`src/rtl/t_toggle_pkg.sv`:
```
// Shared constants and helpers for the toggle-event receiver.
// Holds the FSM encoding, the legal synchroniser depths and the queue-depth helper.
package t_toggle_pkg;

  localparam logic [0:0] ST_ARM = 1'b0;
  localparam logic [0:0] ST_RUN = 1'b1;

  localparam int SYNC_STAGES_MIN = 2;
  localparam int SYNC_STAGES_MAX = 4;

  function automatic int pend_max(input int pend_w);
    return (1 << pend_w) - 1;
  endfunction

  // Out-of-range depths are pulled back into the legal window instead of failing elaboration.
  function automatic int sync_clamp(input int stages);
    if (stages < SYNC_STAGES_MIN) begin
      return SYNC_STAGES_MIN;
    end else if (stages > SYNC_STAGES_MAX) begin
      return SYNC_STAGES_MAX;
    end else begin
      return stages;
    end
  endfunction

endpackage

```
`src/rtl/toggle_sync.sv`:
```
// Multi-flop level synchroniser bringing the asynchronous toggle level into clk.
module toggle_sync #(
  parameter int STAGES = 2
) (
  input  logic clk,
  input  logic rst_n,
  input  logic d,
  output logic q
);

  logic [STAGES-1:0] s_q;
  logic [STAGES-1:0] s_d;

  // Shift the raw level one stage deeper each cycle.
  always_comb begin
    s_d = {s_q[STAGES-2:0], d};
  end

  // Chain flops.
  always_ff @(posedge clk or negedge rst_n) begin
    if (!rst_n) begin
      s_q <= {STAGES{1'b0}};
    end else begin
      s_q <= s_d;
    end
  end

  assign q = s_q[STAGES-1];

endmodule

```
`src/rtl/t_toggle_rx.sv`:
```
// Receive end of a toggle-event link: detects each level change of t_in, queues it,
// hands events out on a valid/ready port and acknowledges each one by flipping ack_t.
module t_toggle_rx
  import t_toggle_pkg::*;
#(
  parameter int SYNC_STAGES = 2,
  parameter int PEND_W      = 2,
  parameter int CNT_W       = 8
) (
  input  logic             clk,
  input  logic             rst_n,
  input  logic             t_in,
  input  logic             en,
  output logic             evt_valid,
  input  logic             evt_ready,
  output logic             ack_t,
  output logic [CNT_W-1:0] evt_cnt,
  output logic             ovf,
  input  logic             ovf_clr
);

  localparam int                SYNC_N   = sync_clamp(SYNC_STAGES);
  localparam logic [PEND_W-1:0] PEND_MAX = PEND_W'(pend_max(PEND_W));
  localparam logic [2:0]        ARM_LAST = 3'(SYNC_N);

  logic              t_s;
  logic              t_prev_q,  t_prev_d;
  logic [0:0]        state_q,   state_d;
  logic [2:0]        arm_cnt_q, arm_cnt_d;
  logic [PEND_W-1:0] pending_q, pending_d;
  logic              ack_t_q,   ack_t_d;
  logic [CNT_W-1:0]  evt_cnt_q, evt_cnt_d;
  logic              ovf_q,     ovf_d;

  logic edge_det;
  logic pop;
  logic full_blk;
  logic acc;
  logic drop;

  toggle_sync #(
    .STAGES (SYNC_N)
  ) u_sync (
    .clk   (clk),
    .rst_n (rst_n),
    .d     (t_in),
    .q     (t_s)
  );

  assign evt_valid = (pending_q != {PEND_W{1'b0}});
  assign ack_t     = ack_t_q;
  assign evt_cnt   = evt_cnt_q;
  assign ovf       = ovf_q;

  // Edge detect and accept/drop decision; a pop in the same cycle frees a slot when full.
  always_comb begin
    t_prev_d = t_s;
    edge_det = t_s ^ t_prev_q;
    pop      = evt_valid & evt_ready;
    full_blk = (pending_q == PEND_MAX) & ~pop;
    if (state_q == ST_RUN) begin
      acc  = edge_det & en & ~full_blk;
      drop = edge_det & en & full_blk;
    end else begin
      acc  = 1'b0;
      drop = 1'b0;
    end
  end

  // ARM waits out the synchroniser flush so the t_in level at reset release is not an event.
  always_comb begin
    state_d   = state_q;
    arm_cnt_d = arm_cnt_q;
    case (state_q)
      ST_ARM: begin
        if (arm_cnt_q == ARM_LAST) begin
          state_d = ST_RUN;
        end else begin
          arm_cnt_d = arm_cnt_q + 3'd1;
        end
      end
      ST_RUN: begin
        state_d = ST_RUN;
      end
      default: begin
        state_d   = ST_ARM;
        arm_cnt_d = 3'd0;
      end
    endcase
  end

  // Pending queue depth, acknowledge toggle, accepted count and sticky overflow.
  always_comb begin
    case ({acc, pop})
      2'b10:   pending_d = pending_q + {{(PEND_W-1){1'b0}}, 1'b1};
      2'b01:   pending_d = pending_q - {{(PEND_W-1){1'b0}}, 1'b1};
      default: pending_d = pending_q;
    endcase
    ack_t_d   = ack_t_q ^ pop;
    evt_cnt_d = evt_cnt_q + {{(CNT_W-1){1'b0}}, acc};
    if (drop) begin
      ovf_d = 1'b1;
    end else if (ovf_clr) begin
      ovf_d = 1'b0;
    end else begin
      ovf_d = ovf_q;
    end
  end

  // State registers.
  always_ff @(posedge clk or negedge rst_n) begin
    if (!rst_n) begin
      t_prev_q  <= 1'b0;
      state_q   <= ST_ARM;
      arm_cnt_q <= 3'd0;
      pending_q <= {PEND_W{1'b0}};
      ack_t_q   <= 1'b0;
      evt_cnt_q <= {CNT_W{1'b0}};
      ovf_q     <= 1'b0;
    end else begin
      t_prev_q  <= t_prev_d;
      state_q   <= state_d;
      arm_cnt_q <= arm_cnt_d;
      pending_q <= pending_d;
      ack_t_q   <= ack_t_d;
      evt_cnt_q <= evt_cnt_d;
      ovf_q     <= ovf_d;
    end
  end

endmodule

```
`config.mk`:
```
export PLATFORM = sky130hd
export DESIGN_NAME = t_toggle_rx
export DESIGN_NICKNAME = d
export VERILOG_FILES = /design/src/rtl/t_toggle_pkg.sv /design/src/rtl/toggle_sync.sv /design/src/rtl/t_toggle_rx.sv
export SDC_FILE = /design/constraint.sdc
export NUM_CORES = 1
export LEC_CHECK = 0
export ABC_CLOCK_PERIOD_IN_PS = 1400
export CORE_ASPECT_RATIO = 1.2
export CORE_MARGIN = 5
export CORE_UTILIZATION = 30
export CTS_CLUSTER_SIZE = 40
export DETAILED_ROUTE_END_ITERATION = 10
export SLEW_MARGIN = 20
export SYNTH_ARGS = -nofsm -noshare
export SYNTH_HDL_FRONTEND = slang
export SYNTH_SLANG_ARGS = --single-unit
```
`constraint.sdc`:
```
create_clock -name clk -period 1.4 [get_ports clk]
set_input_delay 0.35 -clock clk [delete_from_list [all_inputs] [get_ports clk]]
set_output_delay 0.35 -clock clk [all_outputs]
set_load 0.005 [all_outputs]
```
==> run metrics, run 1 <==
Static Leakage=0.0005851 uW; ranking of synthesized cells by area=dfrtp_1, xnor2_1, ha_1; FF/Latch Area=475.5 sq um; RR Startpoint=pending_q[0]; Placeable Area=0.002527 sq mm; Int Power=1341 uW; Yosys warnings=0; Clock Skew=5.256 ps; TritonCTS clock tree=built; endpoint class of the critical path=flip-flop; htree depth=1; status=complete, but fails checks; vias per cell=4.269; largest net degree at the start of global routing=20; Hold Crit Depth=0; Crit Path Class=reg -> reg; Critical Path RT=1580 ps; chip height=66.02 microns; violated checks=negative setup slack; Initial DRC Count=21; hpwl dp=1.097 mm; Seq pwr share=0.385; final worst path period share=1.101; post-DR wirelength/cell=12.32 microns; final worst slack=-141.4 ps; switching share of power=0.3122; post-synth top area cell=dfrtp_1; initial antenna violation count=0; # IOs=17; worst min-delay path class=reg -> reg; worst reg-to-reg path cell count=8; Total Routed Length=1.651 mm; sequential area share after synthesis=0.6061; die width=56.68 microns; #FFs+latches synth=19; Mapped Area=784.5 sq um; R2R Path End=evt_cnt[7]; WHS=364.6 ps; Placer Congestion=0.6890; footprint of the multi-input gates=387.9 sq um; Layout Nets=113; port buffer count=16; final hold vios=0; min Tclk post-route=1541 ps; TNS Setup=-644.0 ps; Post-CTS Hold Buffers=0; Clock transition at path regs=110 ps; fin. max-slew vios=0; post-route ant nets=0; diode count=0; power share of the combinational group=0.476; final setup fails=9; syn nets=72; Psw=608.8 uW; setup slack on the worst flop-to-flop path=-140 ps; Post-Synthesis Cells=61; Slew HR=0.7991; Max Clk Rate=0.6488 GHz; Area Overhead vs Synth=60.13%; Worst EP arrival=1730 ps; FILL cells=232; top cell type's share of synthesized area=0.6061; Hold Startpoint=u_sync.s_q[0]; Inserted Clock Buffers=3; gr usage total=0.1000; CP Launch Type=flip-flop; RSZ-0062 raised after global routing=true; clock network fraction of total power=0.140; Critical Path Fanout Max=3; Synth Area per Inst=12.86 sq um; remaining routing DRC violations=0; grt ovf=0; num rows=20; post-synthesis cell type count=16; share of post-route cells with drive strength above 1=0.4059; Pre-Repair DR Iteration Count=2; Die Area=0.003742 sq mm; slew of the pin with the lowest slew margin=301.4 ps; clock sink total=19; VDD IR-drop max=0.7415 mV; via count=572; clock tree buffer depth=2; vias in the first global route=643; root buffer cell=clkbuf_4; Starting Density=0.3104; PD cells=1552 mW/mm^2; Worst-Skew Late Latency=290 ps; Worst Hold End=u_sync.s_q[1]; max-cap viol count=0; first-pass GRT wire length=2.829 mm
[layout by cell type (no fill, tap or decap), types with 2 or more instances in the layout]
| cell type | count |
|---|---|
| dfrtp_1 | 19 |
| buf_4 | 18 |
| dlygate4sd2_1 | 11 |
| xnor2_1 | 6 |
| inv_1 | 6 |
| clkdlybuf4s50_1 | 4 |
| nand3_2 | 3 |
| xnor2_2 | 3 |
| xor2_1 | 3 |
| clkbuf_4 | 3 |
| nand3_4 | 2 |
| ha_4 | 2 |
| ha_1 | 2 |
| buf_6 | 2 |
[worst max-delay path, stage by stage, from the launching register on]
cell and delay (ps):
dfrtp_1 390, buf_4 130, nand3b_1 100, nand4_1 160, inv_2 100, ha_4 150
and3_4 200, nand3_2 70, xnor2_1 130
[flip-flops by register name, summed over array words and instances, names as in the netlist]
register / count
evt_cnt: 8
arm_cnt_q: 3
pending_q: 2
u_sync.s_q: 2
ack_t: 1
ovf: 1
state_q: 1
t_prev_q: 1
[worst max-delay path by stage]
| stage | startpoint | endpoint | slack, ps |
|---|---|---|---|
| floorplan | pending_q[0] | pending_q[1] | -20 |
| global placement | evt_ready | evt_cnt[7] | -500 |
| detailed placement | evt_ready | evt_cnt[7] | -520 |
| CTS | u_sync.s_q[1] | evt_cnt[7] | -130 |
| global route | pending_q[1] | evt_cnt[7] | -230 |
| finish | pending_q[0] | evt_cnt[7] | -140 |
[cells in the mapped netlist]
library cell  instances
inv_1                 7
o22ai_1               1
nand3_1               6
ha_1                  5
a211oi_1              1
nand3b_1              1
mux2i_1               1
nand4_1               1
xnor2_1               9
or2_4                 1
dfrtp_1              19
xor2_1                4
a21oi_1               1
and3_1                2
and2_4                1
nor2_1                1
[layer usage]
metal,vias to the layer above,GRT usage,routed length (microns)
met5,-,0,0
met4,0,0.06231,30
met3,2,0.02344,53
met2,10,0.1864,956
met1,280,0.09818,611
li1,280,-,-
[repair_timing]
action	CTS	global route
resized for setup	24	7
buffers inserted	10	0
setup endpoints to repair	20	10
pin swaps	15	14
[metrics by stage]
stage	area, sq um	total power [uW]	instances	utilization	setup WS (ps)
floorplan	802.0	1058	61	-	-21.84
global placement	1079	1491	120	0.4267	-500.0
detailed placement	1079	1509	120	0.4267	-522.7
CTS	1225	1899	134	0.4847	-132.6
global route	1256	2100	134	0.4970	-232.5
finish	1256	1950	134	0.4970	-141.4
[area by class of cell]
cell class	count	area share
clock buffers	4	0.02092
inverters	7	0.02092
repair buffers	36	0.2380
well taps	33	0.03287
multi-input cells	35	0.3088
flip-flops and latches	19	0.3785
[kinds of logic after synthesis]
family | share of synthesized area
xor+xnor | 0.1451
mux | 0.01276
buf+inv | 0.03350
compound gates | 0.02393
fa+ha+maj | 0.07974
flops | 0.6061
simple gates | 0.09889
[power by group through the flow]
stage | Clock, uW | Combinational, uW | Sequential [uW]
3_3_place_gp | 0 | 703 | 788
2_1_floorplan | 0 | 240 | 819
3_5_place_dp | 0 | 720 | 788
4_1_cts | 284 | 867 | 749
5_1_grt | 308 | 1010 | 777
6_report | 272 | 927 | 751
(Power assumes the default switching activity.)
==> inputs of run 2 (changes only) <==
--- a/config.mk
+++ b/config.mk
@@ -6,11 +6,14 @@
 export NUM_CORES = 1
 export LEC_CHECK = 0
 export ABC_CLOCK_PERIOD_IN_PS = 1400
+export CELL_PAD_IN_SITES_DETAIL_PLACEMENT = 1
+export CELL_PAD_IN_SITES_GLOBAL_PLACEMENT = 1
 export CORE_ASPECT_RATIO = 1.2
 export CORE_MARGIN = 5
-export CORE_UTILIZATION = 30
+export CORE_UTILIZATION = 34
 export CTS_CLUSTER_SIZE = 40
 export DETAILED_ROUTE_END_ITERATION = 10
+export PLACE_DENSITY_LB_ADDON = 0.1
 export SLEW_MARGIN = 20
 export SYNTH_ARGS = -nofsm -noshare
 export SYNTH_HDL_FRONTEND = slang
==> run 2 against run 1 <==
Compared with the run above:
- the run still ends with negative setup slack left
- final area decreased by 2.7%
- die area down 9.9%
- power grew 0.29%
- wire length rose by 7.5%
- largest cell class unchanged
==> run metrics, run 2 (synthesis gave the netlist of run 1 again) <==
Crit path depth=8 (unchanged); Pwr Total=1956 uW (was 1950 uW); largest net degree at the start of global routing=20 (unchanged); Largest stage delay, worst path=420 ps (was 390 ps); Placer Congestion=0.7309 (was 0.6890); Layout Nets=112 (was 113); diode count=0 (unchanged); Max Clk Rate=0.6669 GHz (was 0.6488 GHz); Inserted Clock Buffers=3 (unchanged); cells along the critical path=buf_6, nand3b_1, nand4_1, inv_2, ha_4, ha_4, nand3_2, xnor2_1 (was buf_4, nand3b_1, nand4_1, inv_2, ha_4, and3_4, nand3_2, xnor2_1); endpoint class of the critical path=flip-flop (unchanged); most frequent cells in the layout=dfrtp_1, buf_4, dlygate4sd2_1 (unchanged); Clock Skew=2.506 ps (was 5.256 ps); num rows=19 (was 20); via count=580 (was 572); Static Leakage=0.0005663 uW (was 0.0005851 uW); Die Area=0.003372 sq mm (was 0.003742 sq mm); port buffer count=16 (unchanged); Slew HR=0.7774 (was 0.7991); Placeable Area=0.002258 sq mm (was 0.002527 sq mm); clock tree buffer depth=2 (unchanged); worst reg-to-reg path cell count=8 (unchanged); Crit Path Class=reg -> reg (unchanged); vias in the first global route=685 (was 643); TritonCTS clock tree=built (unchanged); footprint of the multi-input gates=362.8 sq um (was 387.9 sq um); TNS Setup=-481.8 ps (was -644.0 ps); post-route ant nets=0 (unchanged); vias per cell=4.427 (was 4.269); Worst-Skew Late Latency=300 ps (was 290 ps); grt ovf=0 (unchanged); min Tclk post-route=1499 ps (was 1541 ps); slowest CP cell=dfrtp_1 (unchanged); fin. max-slew vios=0 (unchanged); max-cap viol count=0 (unchanged); violated checks=negative setup slack (unchanged); CP bufs+invs=2 (unchanged); htree depth=1 (unchanged); Critical Path RT=1600 ps (was 1580 ps); PD cells=1600 mW/mm^2 (was 1552 mW/mm^2); Clock transition at path regs=110 ps (about the same); Place WS=-522.2 ps (was -522.7 ps); FF/Latch Area=475.5 sq um (unchanged); Post-CTS Hold Buffers=0 (unchanged); remaining routing DRC violations=0 (unchanged); Largest register FFs=8 (unchanged); Pre-Repair DR Iteration Count=3 (was 2); # IOs=17 (unchanged); final hold vios=0 (unchanged); share of post-route cells with drive strength above 1=0.3800 (was 0.4059); die width=53.85 microns (was 56.68 microns); Area Overhead vs Synth=55.82% (was 60.13%); most common cell after layout, fill and taps aside=dfrtp_1 (unchanged); final worst slack=-99.45 ps (was -141.4 ps); CP Launch Type=flip-flop (unchanged); VDD IR-drop max=1.028 mV (was 0.7415 mV); final worst path period share=1.071 (was 1.101); Final Util=0.5413 (was 0.4970); slew of the pin with the lowest slew margin=333.9 ps (was 301.4 ps); Initial DRC Count=7 (was 21); Critical Path Fanout Max=3 (unchanged); hpwl dp=1.182 mm (was 1.097 mm); RSZ-0062 raised after global routing=true (unchanged); initial antenna violation count=0 (unchanged); gr usage total=0.1210 (was 0.1000); final setup fails=9 (unchanged); Total Routed Length=1.775 mm (was 1.651 mm); Worst path most repeated cell=ha_4; FILL cells=234 (was 232); worst min-delay path class=in -> async (was reg -> reg); Starting Density=0.3474 (was 0.3104); root buffer cell=clkbuf_4 (unchanged); CP delay by family, top=flip-flops (was simple AND/OR/NAND/NOR gates); first-pass GRT wire length=2.918 mm (was 2.829 mm); chip height=62.62 microns (was 66.02 microns); status=complete, but fails checks (unchanged); clock sink total=19 (unchanged); post-DR wirelength/cell=13.55 microns (was 12.32 microns); Worst EP arrival=1700 ps (was 1730 ps)
[run 2: final cells by class]
type / count / share of cell area
multi-input combinational: 35 / 0.2968
clock inverter: 1 / 0.004094
tap: 31 / 0.03173
timing repair buffer: 35 / 0.2385
clock buffer: 3 / 0.01842
sequential: 19 / 0.3889
inverter: 7 / 0.02149
[run 2: what timing repair did]
action | CTS | global route
buffers inserted | 8 | 1
hold endpoints to repair | 0 | 0
gates resized for setup | 23 | 4
pin swaps | 14 | 8
setup endpoints to repair | 19 | 10
[run 2: metrics by stage]
step                      hold WS (ps)  instance area [sq um]  std cells
after floorplan                  54.41                  802.0         61
after global placement           356.6                   1076        118
after detailed placement         336.3                   1076        118
after CTS                        362.5                   1197        130
after global routing             367.0                   1222        131
final                            361.9                   1222        131
[run 2: report_power, final]
| part | switching [uW] | leakage (uW) | internal, uW |
|---|---|---|---|
| Sequential | 74.7 | 0.000232 | 681 |
| Combinational | 375 | 0.000317 | 536 |
| Clock | 182 | 0.0000177 | 107 |
[run 2: final timing paths]
path / from / to / slack [ps]
min reg2reg: u_sync.s_q[0] / u_sync.s_q[1] / 360
min: rst_n / arm_cnt_q[2] / 360
max: pending_q[1] / evt_cnt[6] / -100
max reg2reg: pending_q[1] / evt_cnt[6] / -100
min in group clk: u_sync.s_q[0] / u_sync.s_q[1] / 360
max in group asynchronous: rst_n / evt_cnt[6] / 840
[run 2: worst register-to-register path, stage by stage (launching register included)]
cell	delay, ps
dfrtp_1	420
buf_6	120
nand3b_1	100
nand4_1	140
inv_2	100
ha_4	160
ha_4	160
nand3_2	80
xnor2_1	130
[run 2: per-layer routing]
layer,global-route usage,wire (microns)
met1,0.1316,802
met2,0.2000,860
met3,0.02864,85
met4,0.07668,25
met5,0,0
==> inputs of run 3 (changes only) <==
--- a/config.mk
+++ b/config.mk
@@ -6,14 +6,14 @@
 export NUM_CORES = 1
 export LEC_CHECK = 0
 export ABC_CLOCK_PERIOD_IN_PS = 1400
-export CELL_PAD_IN_SITES_DETAIL_PLACEMENT = 1
-export CELL_PAD_IN_SITES_GLOBAL_PLACEMENT = 1
 export CORE_ASPECT_RATIO = 1.2
 export CORE_MARGIN = 5
-export CORE_UTILIZATION = 34
+export CORE_UTILIZATION = 40
+export CTS_CLUSTER_DIAMETER = 60
 export CTS_CLUSTER_SIZE = 40
 export DETAILED_ROUTE_END_ITERATION = 10
-export PLACE_DENSITY_LB_ADDON = 0.1
+export MAX_ROUTING_LAYER = met4
+export PLACE_DENSITY = 0.68
 export SLEW_MARGIN = 20
 export SYNTH_ARGS = -nofsm -noshare
 export SYNTH_HDL_FRONTEND = slang
==> run 3 against run 2 <==
Compared with the run above:
- the run still ends with negative setup slack left
- clock skew is essentially flat
- via count up 0.52%
- sequential share of layout area is 0.080 points higher
- global-route usage grew 0.086 points
- clock-buffer cell count up 1
- utilization increased by 12 points
- flip-flop and latch count is the same
- highest routed layer unchanged
==> run metrics, run 3 (synthesis gave the netlist of run 1 again) <==
status=complete, but fails checks (unchanged); violated checks=negative setup slack (unchanged); largest net degree at the start of global routing=20 (unchanged); min Tclk post-route=1483 ps (was 1499 ps); fin. max-slew vios=0 (unchanged); RR Startpoint=pending_q[1] (unchanged); Critical Path Fanout Max=3 (unchanged); diode count=0 (unchanged); TritonCTS clock tree=built (unchanged); CP Launch Type=flip-flop (unchanged); WHS=368.4 ps (was 361.9 ps); clock tree buffer depth=2 (unchanged); final worst slack=-82.97 ps (was -99.45 ps); WL met1=594 microns (was 802 microns); Area Overhead vs Synth=55.50% (was 55.82%); crit path capture=evt_cnt[6] (unchanged); clock sink total=19 (unchanged); Starting Density=0.4239 (was 0.3474); final hold vios=0 (unchanged); WL met2=846 microns (was 860 microns); final setup fails=8 (was 9); Slew HR=0.7790 (was 0.7774); RSZ-0062 raised after global routing=true (unchanged); Clock transition at path regs=100 ps (was 110 ps); Critical Path RT=1590 ps (was 1600 ps); Final Cell Area=0.001220 sq mm (was 0.001222 sq mm); die width=50.43 microns (was 53.85 microns); most frequent cells in the layout=buf_4, dfrtp_1, dlygate4sd2_1 (was dfrtp_1, buf_4, dlygate4sd2_1); vias in the first global route=653 (was 685); share of post-route cells with drive strength above 1=0.3883 (was 0.3800); Die Area=0.002950 sq mm (was 0.003372 sq mm); worst min-delay path class=in -> async (unchanged); chip height=58.51 microns (was 62.62 microns); Inserted Clock Buffers=3 (unchanged); vias per cell=4.779 (was 4.427); initial antenna violation count=0 (unchanged); port buffer count=16 (unchanged); Crit Path Class=reg -> reg (unchanged); slew of the pin with the lowest slew margin=331.5 ps (was 333.9 ps); Pwr Total=1913 uW (was 1956 uW); root buffer cell=clkbuf_4 (unchanged); Placer Congestion=0.7524 (was 0.7309); # IOs=17 (unchanged); Post-DP Area=0.001061 sq mm (was 0.001076 sq mm); post-DR wirelength/cell=12.65 microns (was 13.55 microns); Worst-Skew Late Latency=290 ps (was 300 ps); remaining routing DRC violations=0 (unchanged); crit path from=pending_q[1] (unchanged); final worst path period share=1.059 (was 1.071); num rows=17 (was 19); Clock Skew=2.713 ps (was 2.506 ps); FILL cells=157 (was 234); most common cell after layout, fill and taps aside=buf_4 (was dfrtp_1); post-route ant nets=0 (unchanged); Initial DRC Count=6 (was 7); Worst EP arrival=1670 ps (was 1700 ps); R2R Path End=evt_cnt[6] (unchanged); worst reg-to-reg path cell count=8 (unchanged); max-cap viol count=0 (unchanged); Max Clk Rate=0.6743 GHz (was 0.6669 GHz); endpoint class of the critical path=flip-flop (unchanged); Largest register FFs=8 (unchanged); Static Leakage=0.0005768 uW (was 0.0005663 uW); Layout Nets=115 (was 112); Placeable Area=0.001851 sq mm (was 0.002258 sq mm); VDD IR-drop max=0.8358 mV (was 1.028 mV); Pre-Repair DR Iteration Count=3 (unchanged); Max Used Layer=met4 (unchanged); gr usage total=0.1219 (was 0.1210); first-pass GRT wire length=2.622 mm (was 2.918 mm); Total Routed Length=1.543 mm (was 1.775 mm); Place WS=-474.4 ps (was -522.2 ps); PD cells=1568 mW/mm^2 (was 1600 mW/mm^2); met3 WL=66 microns (was 85 microns); setup slack on the worst flop-to-flop path=-80 ps (was -100 ps); grt ovf=0 (unchanged); via count=583 (was 580); htree depth=1 (unchanged); hpwl dp=972.5 microns (was 1.182 mm)
## run 3: worst max-delay path, cell delays in order, from the launching register on
cell and delay, ps:
dfrtp_1 410, buf_6 120, nand3b_1 100, nand4_1 140, inv_2 90, ha_4 150, ha_4 150, nand3_2 80
xnor2_1 130
## run 3: power breakdown
group          leakage [uW]  switching [uW]  internal (uW)  total (uW)
clock             0.0000150             159            111         270
combinational      0.000330             350            545         895
sequential         0.000232            66.3            681         747
## run 3: area by class of cell
type / count / area [sq um] / area share
Multi-Input combinational cell: 35 / 354.1 / 0.2903
Sequential cell: 19 / 475.5 / 0.3897
Inverter: 7 / 26.28 / 0.02154
Clock buffer: 4 / 26.28 / 0.02154
Timing Repair Buffer: 38 / 314.1 / 0.2574
Tap cell: 19 / 23.77 / 0.01949
## run 3: repair_timing
item                                    in CTS  in global routing
setup buffers                               13                  1
resized for setup                           21                  5
endpoints found under the setup margin      19                 12
hold buffers                                 0                  0
pin swaps                                    9                 11
## run 3: worst min path at each step
stage	end	slack (ps)	depth (start not counted)
finish	arm_cnt_q[1]	370	2
global route	u_sync.s_q[1]	390	0
CTS	arm_cnt_q[1]	370	2
detailed placement	u_sync.s_q[1]	350	0
global placement	u_sync.s_q[1]	330	0
floorplan	ack_t	50	0
## run 3: stage by stage
| stage | std cells | util | setup TNS, ps |
|---|---|---|---|
| final | 122 | 0.6592 | -356.1 |
| after global routing | 122 | 0.6592 | -951.9 |
| after CTS | 123 | 0.6545 | -690.3 |
| after detailed placement | 106 | 0.5734 | -3829 |
| after global placement | 106 | 0.5734 | -3778 |
| after floorplan | 61 | - | -33.95 |
## run 3: routing by layer
metal,up-vias,global-route usage
li1,286,-
met1,281,0.1194
met2,12,0.2154
met3,4,0.02532
met4,0,0.07664
met5,-,-
